--- config.mk ---
export PLATFORM = sky130hd
export DESIGN_NAME = ps2mouse_rx_ext_flat
export DESIGN_NICKNAME = d
export VERILOG_FILES = /design/src/rtl/ps2mouse_rx_ext_pkg.sv /design/src/rtl/ps2mouse_rx_ext_if.sv /design/src/rtl/ps2_frame_rx.sv /design/src/rtl/ps2mouse_rx_ext.sv /design/src/flat_wrapper.sv
export SDC_FILE = /design/constraint.sdc
export NUM_CORES = 1
export LEC_CHECK = 0
export CAP_MARGIN = 20
export CORE_AREA = 2 2 111 113
export CTS_CLUSTER_DIAMETER = 200
export DETAILED_ROUTE_END_ITERATION = 8
export DIE_AREA = 0 0 113 115
export PLACE_DENSITY = 0.88
export SLEW_MARGIN = 20
export SYNTH_ARGS = -nofsm -noshare
export SYNTH_HDL_FRONTEND = slang
export SYNTH_HIERARCHICAL = 1
export SYNTH_SLANG_ARGS = --single-unit
--- constraint.sdc ---
create_clock -name CLOCK -period 7.95 [get_ports CLOCK]
set_clock_uncertainty 0.1 [all_clocks]
set_input_delay 2.385 -clock CLOCK [delete_from_list [all_inputs] [get_ports CLOCK]]
set_output_delay 2.385 -clock CLOCK [all_outputs]
set_load 0.005 [all_outputs]
--- src/rtl/ps2mouse_rx_ext_pkg.sv ---
// Shared PS/2 mouse definitions: frame length, byte0 field positions,
// frame/packet state encodings and the movement-delta decoder.
package ps2_defs;

  localparam int FRAME_LEN = 11;
  localparam int DATA_BITS = FRAME_LEN - 3;

  localparam int B0_LEFT   = 0;
  localparam int B0_RIGHT  = 1;
  localparam int B0_MIDDLE = 2;
  localparam int B0_SYNC   = 3;
  localparam int B0_XSIGN  = 4;
  localparam int B0_YSIGN  = 5;
  localparam int B0_XOVF   = 6;
  localparam int B0_YOVF   = 7;

  typedef enum logic [1:0] {F_IDLE, F_DATA, F_PARITY, F_STOP} frame_state_t;
  typedef enum logic [2:0] {P_B0, P_B1, P_B2, P_B3, P_APPLY} pkt_state_t;

  // An overflowed axis saturates to the extreme 9-bit value in its direction.
  function automatic logic [8:0] decode_delta(input logic sign, input logic ovf,
                                              input logic [7:0] mag);
    if (ovf) return sign ? 9'h100 : 9'h0FF;
    return {sign, mag};
  endfunction

endpackage

--- src/rtl/ps2mouse_rx_ext_if.sv ---
// Mouse state bus from the receiver to the register block.
interface ps2mouse_rx_ext_if #(parameter int POS_W = 16);
  logic             oTrig;
  logic             oErr;
  logic [POS_W-1:0] Xpos;
  logic [POS_W-1:0] Ypos;
  logic [POS_W-1:0] Zpos;
  logic [4:0]       key_down;

  modport master (output oTrig, oErr, Xpos, Ypos, Zpos, key_down);
  modport slave  (input  oTrig, oErr, Xpos, Ypos, Zpos, key_down);
endinterface

--- src/rtl/ps2_frame_rx.sv ---
// PS/2 device-to-host frame receiver: synchronise, deglitch the clock,
// shift in start/data/parity/stop and flag bad or stalled frames.
module ps2_frame_rx
  import ps2_defs::*;
#(
  parameter int FILTER_LEN  = 8,
  parameter int TIMEOUT_CYC = 100000
) (
  input  logic       clk,
  input  logic       rst,
  input  logic       ps2_clk,
  input  logic       ps2_dat,
  output logic [7:0] rx_byte,
  output logic       byte_valid,
  output logic       frame_err,
  output logic       busy
);

  localparam int FW = $clog2(FILTER_LEN + 1);
  localparam int TW = $clog2(TIMEOUT_CYC + 1);
  localparam logic [FW-1:0] FLT_LAST = FW'(FILTER_LEN - 1);
  localparam logic [TW-1:0] TO_LAST  = TW'(TIMEOUT_CYC - 1);
  localparam logic [2:0]    BIT_LAST = 3'(DATA_BITS - 1);

  logic          clk_s1, clk_s2, dat_s1, dat_s2;
  logic          filt_clk;
  logic [FW-1:0] flt_cnt;
  logic          fall;

  frame_state_t  state;
  logic [2:0]    bit_cnt;
  logic [7:0]    shreg;
  logic [TW-1:0] to_cnt;

  always_ff @(posedge clk) begin
    if (rst) begin
      clk_s1   <= 1'b1;
      clk_s2   <= 1'b1;
      dat_s1   <= 1'b1;
      dat_s2   <= 1'b1;
      filt_clk <= 1'b1;
      flt_cnt  <= '0;
    end else begin
      clk_s1 <= ps2_clk;
      clk_s2 <= clk_s1;
      dat_s1 <= ps2_dat;
      dat_s2 <= dat_s1;
      if (clk_s2 == filt_clk) begin
        flt_cnt <= '0;
      end else if (flt_cnt == FLT_LAST) begin
        filt_clk <= clk_s2;
        flt_cnt  <= '0;
      end else begin
        flt_cnt <= flt_cnt + 1'b1;
      end
    end
  end

  // The cycle in which the filtered clock commits to low is the sample point.
  assign fall = filt_clk && !clk_s2 && (flt_cnt == FLT_LAST);
  assign busy = (state != F_IDLE);

  always_ff @(posedge clk) begin
    if (rst) begin
      state      <= F_IDLE;
      bit_cnt    <= '0;
      shreg      <= '0;
      to_cnt     <= '0;
      rx_byte    <= '0;
      byte_valid <= 1'b0;
      frame_err  <= 1'b0;
    end else begin
      byte_valid <= 1'b0;
      frame_err  <= 1'b0;
      if (fall) begin
        to_cnt <= '0;
        case (state)
          F_IDLE: begin
            if (!dat_s2) begin
              state   <= F_DATA;
              bit_cnt <= '0;
            end
          end
          F_DATA: begin
            shreg   <= {dat_s2, shreg[7:1]};
            bit_cnt <= bit_cnt + 1'b1;
            if (bit_cnt == BIT_LAST) state <= F_PARITY;
          end
          F_PARITY: begin
            if (^{shreg, dat_s2}) begin
              state <= F_STOP;
            end else begin
              frame_err <= 1'b1;
              state     <= F_IDLE;
            end
          end
          F_STOP: begin
            state <= F_IDLE;
            if (dat_s2) begin
              rx_byte    <= shreg;
              byte_valid <= 1'b1;
            end else begin
              frame_err <= 1'b1;
            end
          end
          default: state <= F_IDLE;
        endcase
      end else if (state != F_IDLE) begin
        if (to_cnt == TO_LAST) begin
          frame_err <= 1'b1;
          state     <= F_IDLE;
          to_cnt    <= '0;
        end else begin
          to_cnt <= to_cnt + 1'b1;
        end
      end else begin
        to_cnt <= '0;
      end
    end
  end

endmodule

--- src/rtl/ps2mouse_rx_ext.sv ---
// PS/2 mouse receiver: packet assembly, inter-byte timeout and the
// clamped position / wheel / button state seen by the register block.
module ps2mouse_rx_ext
  import ps2_defs::*;
#(
  parameter int FILTER_LEN  = 8,
  parameter int TIMEOUT_CYC = 100000,
  parameter int POS_W       = 16,
  parameter int X_MAX       = 639,
  parameter int Y_MAX       = 479,
  parameter int WHEEL_EN    = 0,
  parameter int Y_INVERT    = 1
) (
  input  logic               CLOCK,
  input  logic               RESET,
  input  logic               PS2_CLK,
  input  logic               PS2_DAT,
  ps2mouse_rx_ext_if.master  mouse
);

  localparam int EXT = POS_W + 2;
  localparam int TW  = $clog2(TIMEOUT_CYC + 1);
  localparam logic [TW-1:0]        TO_LAST = TW'(TIMEOUT_CYC - 1);
  localparam logic [POS_W-1:0]     X_TOP   = POS_W'(X_MAX);
  localparam logic [POS_W-1:0]     Y_TOP   = POS_W'(Y_MAX);
  localparam logic [POS_W-1:0]     X_HOME  = POS_W'(X_MAX >> 1);
  localparam logic [POS_W-1:0]     Y_HOME  = POS_W'(Y_MAX >> 1);
  localparam logic signed [EXT-1:0] X_LIM  = EXT'(X_MAX);
  localparam logic signed [EXT-1:0] Y_LIM  = EXT'(Y_MAX);

  logic [7:0] rx_byte;
  logic       byte_valid, frame_err, busy;

  ps2_frame_rx #(
    .FILTER_LEN (FILTER_LEN),
    .TIMEOUT_CYC(TIMEOUT_CYC)
  ) u_frame (
    .clk       (CLOCK),
    .rst       (RESET),
    .ps2_clk   (PS2_CLK),
    .ps2_dat   (PS2_DAT),
    .rx_byte   (rx_byte),
    .byte_valid(byte_valid),
    .frame_err (frame_err),
    .busy      (busy)
  );

  pkt_state_t            state;
  logic [7:0]            b0, b1, b2, cur_b2;
  logic [TW-1:0]         gap_cnt;
  logic [8:0]            dx, dy;
  logic signed [EXT-1:0] x_sum, y_sum;
  logic [POS_W-1:0]      x_new, y_new, z_new;
  logic [4:0]            keys_new;

  // The final byte of a packet is still on rx_byte when the update is registered.
  always_comb begin
    cur_b2 = (state == P_B2) ? rx_byte : b2;
    dx = decode_delta(b0[B0_XSIGN], b0[B0_XOVF], b1);
    dy = decode_delta(b0[B0_YSIGN], b0[B0_YOVF], cur_b2);
    x_sum = $signed({2'b00, mouse.Xpos}) + $signed({{(EXT-9){dx[8]}}, dx});
    if (Y_INVERT != 0) y_sum = $signed({2'b00, mouse.Ypos}) - $signed({{(EXT-9){dy[8]}}, dy});
    else               y_sum = $signed({2'b00, mouse.Ypos}) + $signed({{(EXT-9){dy[8]}}, dy});
    if (x_sum[EXT-1])       x_new = '0;
    else if (x_sum > X_LIM) x_new = X_TOP;
    else                    x_new = x_sum[POS_W-1:0];
    if (y_sum[EXT-1])       y_new = '0;
    else if (y_sum > Y_LIM) y_new = Y_TOP;
    else                    y_new = y_sum[POS_W-1:0];
    if (WHEEL_EN != 0) begin
      z_new    = mouse.Zpos + {{(POS_W-4){rx_byte[3]}}, rx_byte[3:0]};
      keys_new = {rx_byte[5], rx_byte[4], b0[B0_MIDDLE], b0[B0_RIGHT], b0[B0_LEFT]};
    end else begin
      z_new    = mouse.Zpos;
      keys_new = {2'b00, b0[B0_MIDDLE], b0[B0_RIGHT], b0[B0_LEFT]};
    end
  end

  always_ff @(posedge CLOCK) begin
    if (RESET) begin
      state          <= P_B0;
      b0             <= '0;
      b1             <= '0;
      b2             <= '0;
      gap_cnt        <= '0;
      mouse.oTrig    <= 1'b0;
      mouse.oErr     <= 1'b0;
      mouse.Xpos     <= X_HOME;
      mouse.Ypos     <= Y_HOME;
      mouse.Zpos     <= '0;
      mouse.key_down <= '0;
    end else begin
      mouse.oTrig <= 1'b0;
      mouse.oErr  <= 1'b0;
      if (frame_err) begin
        state      <= P_B0;
        gap_cnt    <= '0;
        mouse.oErr <= 1'b1;
      end else if (byte_valid) begin
        gap_cnt <= '0;
        case (state)
          P_B1: begin
            b1    <= rx_byte;
            state <= P_B2;
          end
          P_B2: begin
            b2 <= rx_byte;
            if (WHEEL_EN != 0) begin
              state <= P_B3;
            end else begin
              state          <= P_APPLY;
              mouse.oTrig    <= 1'b1;
              mouse.Xpos     <= x_new;
              mouse.Ypos     <= y_new;
              mouse.Zpos     <= z_new;
              mouse.key_down <= keys_new;
            end
          end
          P_B3: begin
            state          <= P_APPLY;
            mouse.oTrig    <= 1'b1;
            mouse.Xpos     <= x_new;
            mouse.Ypos     <= y_new;
            mouse.Zpos     <= z_new;
            mouse.key_down <= keys_new;
          end
          default: begin
            if (rx_byte[B0_SYNC]) begin
              b0    <= rx_byte;
              state <= P_B1;
            end else begin
              mouse.oErr <= 1'b1;
              state      <= P_B0;
            end
          end
        endcase
      end else if (state == P_B0 || state == P_APPLY || busy) begin
        // While a frame is in flight the frame receiver owns the timeout.
        gap_cnt <= '0;
        if (state == P_APPLY) state <= P_B0;
      end else if (gap_cnt == TO_LAST) begin
        mouse.oErr <= 1'b1;
        state      <= P_B0;
        gap_cnt    <= '0;
      end else begin
        gap_cnt <= gap_cnt + 1'b1;
      end
    end
  end

endmodule
--- src/flat_wrapper.sv ---
// flat-port wrapper written by rule: the top's interface ports become plain ports
module ps2mouse_rx_ext_flat import ps2_defs::*;
#(
  parameter int FILTER_LEN  = 8,
  parameter int TIMEOUT_CYC = 100000,
  parameter int POS_W       = 16,
  parameter int X_MAX       = 639,
  parameter int Y_MAX       = 479,
  parameter int WHEEL_EN    = 0,
  parameter int Y_INVERT    = 1
)
  (CLOCK, RESET, PS2_CLK, PS2_DAT, mouse_oTrig, mouse_oErr, mouse_Xpos, mouse_Ypos, mouse_Zpos, mouse_key_down);
  ps2mouse_rx_ext_if #(.POS_W(POS_W)) mouse_i ();
  input  logic CLOCK;
  input  logic RESET;
  input  logic PS2_CLK;
  input  logic PS2_DAT;
  output wire logic [$bits(mouse_i.oTrig)-1:0] mouse_oTrig;
  output wire logic [$bits(mouse_i.oErr)-1:0] mouse_oErr;
  output wire logic [$bits(mouse_i.Xpos)-1:0] mouse_Xpos;
  output wire logic [$bits(mouse_i.Ypos)-1:0] mouse_Ypos;
  output wire logic [$bits(mouse_i.Zpos)-1:0] mouse_Zpos;
  output wire logic [$bits(mouse_i.key_down)-1:0] mouse_key_down;
  assign mouse_oTrig = mouse_i.oTrig;
  assign mouse_oErr = mouse_i.oErr;
  assign mouse_Xpos = mouse_i.Xpos;
  assign mouse_Ypos = mouse_i.Ypos;
  assign mouse_Zpos = mouse_i.Zpos;
  assign mouse_key_down = mouse_i.key_down;
  ps2mouse_rx_ext #(.FILTER_LEN(FILTER_LEN), .TIMEOUT_CYC(TIMEOUT_CYC), .POS_W(POS_W), .X_MAX(X_MAX), .Y_MAX(Y_MAX), .WHEEL_EN(WHEEL_EN), .Y_INVERT(Y_INVERT)) u_core (.CLOCK(CLOCK), .RESET(RESET), .PS2_CLK(PS2_CLK), .PS2_DAT(PS2_DAT), .mouse(mouse_i));
endmodule
-- Yosys cells after proc, flatten, opt, wreduce, memory -nomap -nowiden
Cells that the tools add are included.
- register bits after elaboration: 130
- bits of input ports: 4
- output and inout port bits: 55
- word-level logic and storage cells: 127
- add/sub/neg operators: 6
- magnitude comparators: 2
- eq/ne operators: 16
- multiplexer cells: 42
- bitwise logic cells: 7
- reduce and logical (&&, ||, !) cells: 31
- operator list (operator ; count):
    2-to-1 mux 16 bit ; 4
    2-to-1 mux 9 bit ; 6
    adder 17 x 1 -> 17 bit (second input constant) ; 2
    == test 17 bit (second input constant) ; 2
    adder 17 x 9 -> 18 bit ; 1
    greater-than comparator 18 x 10 -> 1 bit (second input constant) ; 1
    greater-than comparator 18 x 11 -> 1 bit (second input constant) ; 1
    subtractor 17 x 9 -> 18 bit ; 1
    2-to-1 mux 1 bit ; 16
    2-to-1 mux 3 bit ; 5
    2-to-1 mux 2 bit ; 6
    one-hot mux 3 bit (2 select lines) ; 2
    AND reduction 3 bit ; 4
    OR reduction 3 bit ; 4
    XOR reduction 9 bit ; 1
    2-to-1 mux 8 bit ; 1
    one-hot mux 2 bit (4 select lines) ; 1
    AND reduction 2 bit ; 4
    AND reduction 4 bit ; 2
    nonzero test 2 bit ; 4
    inverter 1 bit ; 7
    == test 3 x 2 -> 1 bit (second input constant) ; 2
    == test 3 bit (second input constant) ; 2
    inequality test 3 bit (second input constant) ; 2
    19 further kinds ; 23

-- Depth between registers and ports, before layout
- depth in word-level cells: 7
- mapped depth: 17
- gate-level depth less buffers: 16

-- Cells and area by module
The synthesis kept the hierarchy.
- by module, submodules not included (module ; times used ; cells an instance ; area each (um^2) ; sequential area each (um^2)):
    ps2mouse_rx_ext ; 1 ; 640 ; 5363.9 ; 1601.5
    ps2_frame_rx ; 1 ; 210 ; 2047.0 ; 980.9

-- Worst setup path before layout
OpenSTA, ideal clock, no wires.
- kind: register to register
- from: reg u_core.state[1]
- to: reg u_core.mouse.Ypos[3]
- library setup time: 0.122 ns
- arrival time: 3.836 ns
- data required time: 7.728 ns
- slack: 3.893 ns
- cell stages (with the launch flop): 18
- path buffers: 1
- period minus slack after synthesis: 4.057 ns
- path through: dfxtp_1 > nor2b_1 > nor2b_1 > clkbuf_1 > mux2_2 > o21a_1 > ha_1 > inv_1 > fa_1 > a211oi_2 > o21a_4 > a211oi_2 > or3_1 > a22o_1 > nor4_2 > o2111ai_1 > o21a_2 > a221o_1
- cells in the longest elaborated chain, start to end: 7
- elaborated cells between the ends (all ways): 10
- those cells by class: add/sub: 1; order compare: 1; eq/ne: 2; mux: 4; reduce/logical: 2
- ends and longest elaborated chain (what ; line ; text):
    start: declaration ; ps2mouse_rx_ext.sv:48 ; pkt_state_t state;
    start signal: assignment ; ps2mouse_rx_ext.sv:81 ; state <= P_B0;
    start signal: assignment ; ps2mouse_rx_ext.sv:96 ; state <= P_B0;
    start signal: assignment ; ps2mouse_rx_ext.sv:104 ; state <= P_B2;
    == test 3 x 2 -> 1 bit ; ps2mouse_rx_ext.sv:58, ps2mouse_rx_ext.sv:101 ;
    2-to-1 mux 8 bit ; - ;
    2-to-1 mux 9 bit ; ps2mouse_rx_ext_pkg.sv:24 ; return {sign, mag};
    subtractor 17 x 9 -> 18 bit ; ps2mouse_rx_ext.sv:62 ; if (Y_INVERT != 0) y_sum = $signed({2'b00, mouse.Ypos}) - $signed({{(EXT-9){dy[8]}}, dy});
    greater-than comparator 18 x 10 -> 1 bit ; ps2mouse_rx_ext.sv:68 ; else if (y_sum > Y_LIM) y_new = Y_TOP;
    2-to-1 mux 16 bit ; ps2mouse_rx_ext.sv:68 ;
    2-to-1 mux 16 bit ; ps2mouse_rx_ext.sv:67 ; if (y_sum[EXT-1]) y_new = '0;
    end signal: assignment ; ps2mouse_rx_ext.sv:114 ; mouse.Ypos <= y_new;
    end signal: assignment ; ps2mouse_rx_ext.sv:123 ; mouse.Ypos <= y_new;
    end: declaration ; ps2mouse_rx_ext_if.sv:10 ; modport master (output oTrig, oErr, Xpos, Ypos, Zpos, key_down);
Parallel ways exist; a longest one is shown, timed or not.
A chain may end at the register's enable or synchronous reset.

-- Final worst setup path
- from: reg u_core.state[1]
- to: reg u_core.mouse.Ypos[7]
Same word-level chain as after synthesis.

==> results_dict.tcl <==
set metrics [dict create \
    outcome "finished with violations" \
    violations "design-rule violations" \
    rr_worst_depth 16 \
    hold_depth 1 \
    sequentialPowerShare 0.429 \
    crit_type "reg2reg" \
    critPathMaxFanout 9 \
    num_rows 40 \
    hp-start "u_core/u_frame/clk_s1$_SDFF_PP1_" \
    drt_iter0_drc 575 \
    rsz0062_at_grt "no" \
    place_ws_ps 3252 \
    hp-class "reg2reg" \
    dp.cells 1010 \
    clockBufferDepth 2 \
    utilization 0.7129 \
    detail-route-antenna-nets 0 \
    register_area_um2 2582 \
    gp_congestion 0.9556 \
    io_buffers 40 \
    grt_pass1_wl_um 27330 \
    hold_ws_ps 307.2 \
    netSwitchingPower_mw 0.3063 \
    crit_slowest_cell "nor2b_1" \
    fin_crit_ps 4771 \
    r2r-start "u_core/state[1]$_SDFFE_PP0P_" \
    internal_power_mw 1.203 \
    crit_start "u_core/state[1]$_SDFFE_PP0P_" \
    grt_usage 0.2571 \
    clk_latency_ps 420 \
    worst_setup_path_start_kind "register" \
    layout_setup_ws_ps 3179 \
    multi_input_area_um2 4496 \
    clock_sinks 129 \
    slowest_delay_ps 670 \
    cts_root_buffer "clkbuf_16" \
    syn2layout_area_growth_pct 13.62 \
    worstMarginPinSlew_ps 979.4 \
    final_nets 928 \
    swShare 0.2029 \
    netlist_area_um2 7411 \
    yosysUniqueCellTypes 87 \
    async_flop_share 0 \
    max-cap-violations 0 \
    drt-wirelength-per-cell_um 15.64 \
    ys_warn_count 6 \
    regToRegSetupSlack_ps 3180 \
    finalPower_mw 1.510 \
    comb_power_share 0.010 \
    place_hpwl_um 11060 \
    drt_first_pass_iters 9 \
    synth-simple-area-share 0.2217 \
    seq_area_frac_synth 0.3485 \
    viasPerCell 5.993 \
    hold_viol 0 \
    fin_crit_sh 0.6001 \
    synth_top_area_frac 0.3485 \
    yosysMostFrequentCell "dfxtp_1" \
    drive_gt1_frac 0.08268 \
    crit_arrival_ps 4980 \
    hold_path_end "u_core/u_frame/clk_s2$_SDFF_PP1_" \
    ctsHoldBuffers 0 \
    fillers 846 \
    cp_cell_sequence "nor2b_1 -> nor2b_1 -> mux2_2 -> o21a_1 -> ha_1 -> inv_1 -> fa_1 -> a211oi_2 -> o21a_4 -> a211oi_2 -> or3_1 -> a22o_1 -> nor4_2 -> o2111ai_1 -> o21a_2 -> a221o_1" \
    grt-ovfl-total 0 \
    cts_resized 0 \
    antenna_cells 0 \
    clkTransAtPathRegs_ps 60 \
    htree_levels 4 \
    dieArea_um2 13000 \
    p_leak_nw 3.507 \
    synth_commonest_cells "dfxtp_1, nor2_1, nand2_1, mux2i_1, ha_1" \
    r2r-end "u_core/mouse.Ypos[7]$_SDFFE_PP1P_" \
    drt_wl_total_um 16300 \
    stdcell_area_um2 8421 \
    finalSetupViolations 0 \
    grt_max_degree 43 \
    vdd.ir_drop.worst_mv 0.1913 \
    drc 9 \
    power.density_nw_per_um2 179.3 \
    floorplan.initialDensity 0.6274 \
    yosys.area_share.adder 0.07294 \
    synth_area_leader_cell "dfxtp_1" \
    fp.dieH_um 115 \
    final_cells 1042 \
    fin_tns_setup_ps 0 \
    fmax_mhz 209.6 \
    netlist_instances 850 \
    core-area_um2 11810 \
    drv_slew 0 \
    synth_edf_count 0 \
    synthMuxAreaShare 0.07159 \
    tritoncts "yes" \
    grt_antenna_before_repair 0 \
    netlist_top_cells_area "dfxtp_1, ha_1, nor2_1" \
    synthFlopType "dfxtp_1" \
    worst_setup_path_end_kind "register" \
    required_ps 8160 \
    placed_cell_area_um2 7774 \
    synth_compound_gate_area_share 0.1668 \
    chipWidth_um 113 \
    cts_buffers 17 \
    p_clk_frac 0.560 \
    maxSlewHeadroom 0.3442 \
    yosys_register_bits 129 \
    synth_top_family_by_area "simple AND/OR/NAND/NOR gates" \
    vias 6245 \
    synth_area_per_cell_um2 8.719 \
    first_global_vias 5866 \
    ioPinCount 59 \
    synth_xor_area_frac 0.06449 \
    cts_setup_buffers 0 \
]
state kept, by name, indices dropped and copies added, names as in the netlist, 4 cells and up:
name                    flops
u_core/b0                   7
u_core/b1                   8
u_core/b2                   8
u_core/gap_cnt             17
u_core/mouse.Xpos          16
u_core/mouse.Ypos          16
u_core/u_frame/flt_cnt      4
u_core/u_frame/rx_byte      8
u_core/u_frame/shreg        8
u_core/u_frame/to_cnt      17
cells by family (layout without fill, tap and decap cells):
logic type	after synthesis	count (layout)
flops	129	129
fa+ha+maj	42	42
compound gates	168	168
buf+inv	72	100
mux	52	52
simple gates	333	333
xor+xnor	53	53
other cells	1	18
layout by cell type, fill, tap and decap left out, types with 3 or more instances in the layout:
| cell | count |
|---|---|
| clkdlybuf4s50_1 | 39 |
| o21ai_0 | 23 |
| a221o_1 | 5 |
| buf_4 | 3 |
| inv_1 | 25 |
| nand3_1 | 24 |
| nor2_1 | 122 |
| a21o_1 | 11 |
| ha_1 | 40 |
| xnor2_1 | 28 |
| and2_2 | 3 |
| and3_1 | 10 |
| clkinvlp_4 | 4 |
| a22oi_1 | 5 |
| a21oi_1 | 32 |
| a311oi_1 | 3 |
| a21boi_0 | 3 |
| xor2_1 | 24 |
| mux2_2 | 8 |
| o211ai_1 | 7 |
| or2_2 | 8 |
| o21ai_1 | 8 |
| nor2b_1 | 13 |
| nand2b_1 | 8 |
| o21a_1 | 17 |
| clkbuf_8 | 3 |
| clkbuf_16 | 17 |
| nand4_1 | 9 |
| a211oi_1 | 6 |
| dfxtp_1 | 129 |
| nor3_1 | 29 |
| nand2_1 | 57 |
| and2_1 | 19 |
| nand3b_1 | 6 |
| mux2i_1 | 44 |
| or3_1 | 9 |
| conb_1 | 18 |
| bufinv_16 | 4 |
| a211oi_2 | 5 |
power groups by stage:
stage | sequential [mW] | combinational (mW) | clock (mW)
floorplan | 0.662 | 0.0185 | 0
global placement | 0.662 | 0.0148 | 0
detailed placement | 0.662 | 0.0151 | 0
CTS | 0.648 | 0.0151 | 0.863
global route | 0.648 | 0.0172 | 0.884
finish | 0.648 | 0.0154 | 0.846
how the worst max path moves through the flow:
| stage | endpoint | depth (start not counted) |
|---|---|---|
| 2_1_floorplan | u_core/mouse.Ypos[3]$_SDFFE_PP1P_ | 17 |
| 3_3_place_gp | u_core/mouse.Ypos[3]$_SDFFE_PP1P_ | 16 |
| 3_5_place_dp | u_core/mouse.Ypos[7]$_SDFFE_PP1P_ | 16 |
| 4_1_cts | u_core/mouse.Ypos[7]$_SDFFE_PP1P_ | 16 |
| 5_1_grt | u_core/mouse.Ypos[7]$_SDFFE_PP1P_ | 16 |
| 6_report | u_core/mouse.Ypos[7]$_SDFFE_PP1P_ | 16 |
metal layers:
metal / part of all wire / GRT usage
met1: 0.43 / 0.3160
met2: 0.49 / 0.4379
met3: 0.050 / 0.06062
met4: 0.025 / 0.1033
met5: 0 / 0
layout make-up:
type / count / share of cell area
inverters: 25 / 0.01114
repair buffers: 43 / 0.04963
clock inverters: 11 / 0.02095
multi-input cells: 666 / 0.5339
well taps: 147 / 0.02184
clock buffers: 21 / 0.05587
flip-flops and latches: 129 / 0.3067
worst max-delay path: cells and delay by family, from the launching register on:
family / cells / cell delay, ps
mux: 1 / 290
fa+ha+maj: 2 / 590
simple gates: 4 / 1540
compound gates: 8 / 1690
buf+inv: 1 / 60
flops: 1 / 390
No activity file was read; power rests on OpenSTA's default activity.
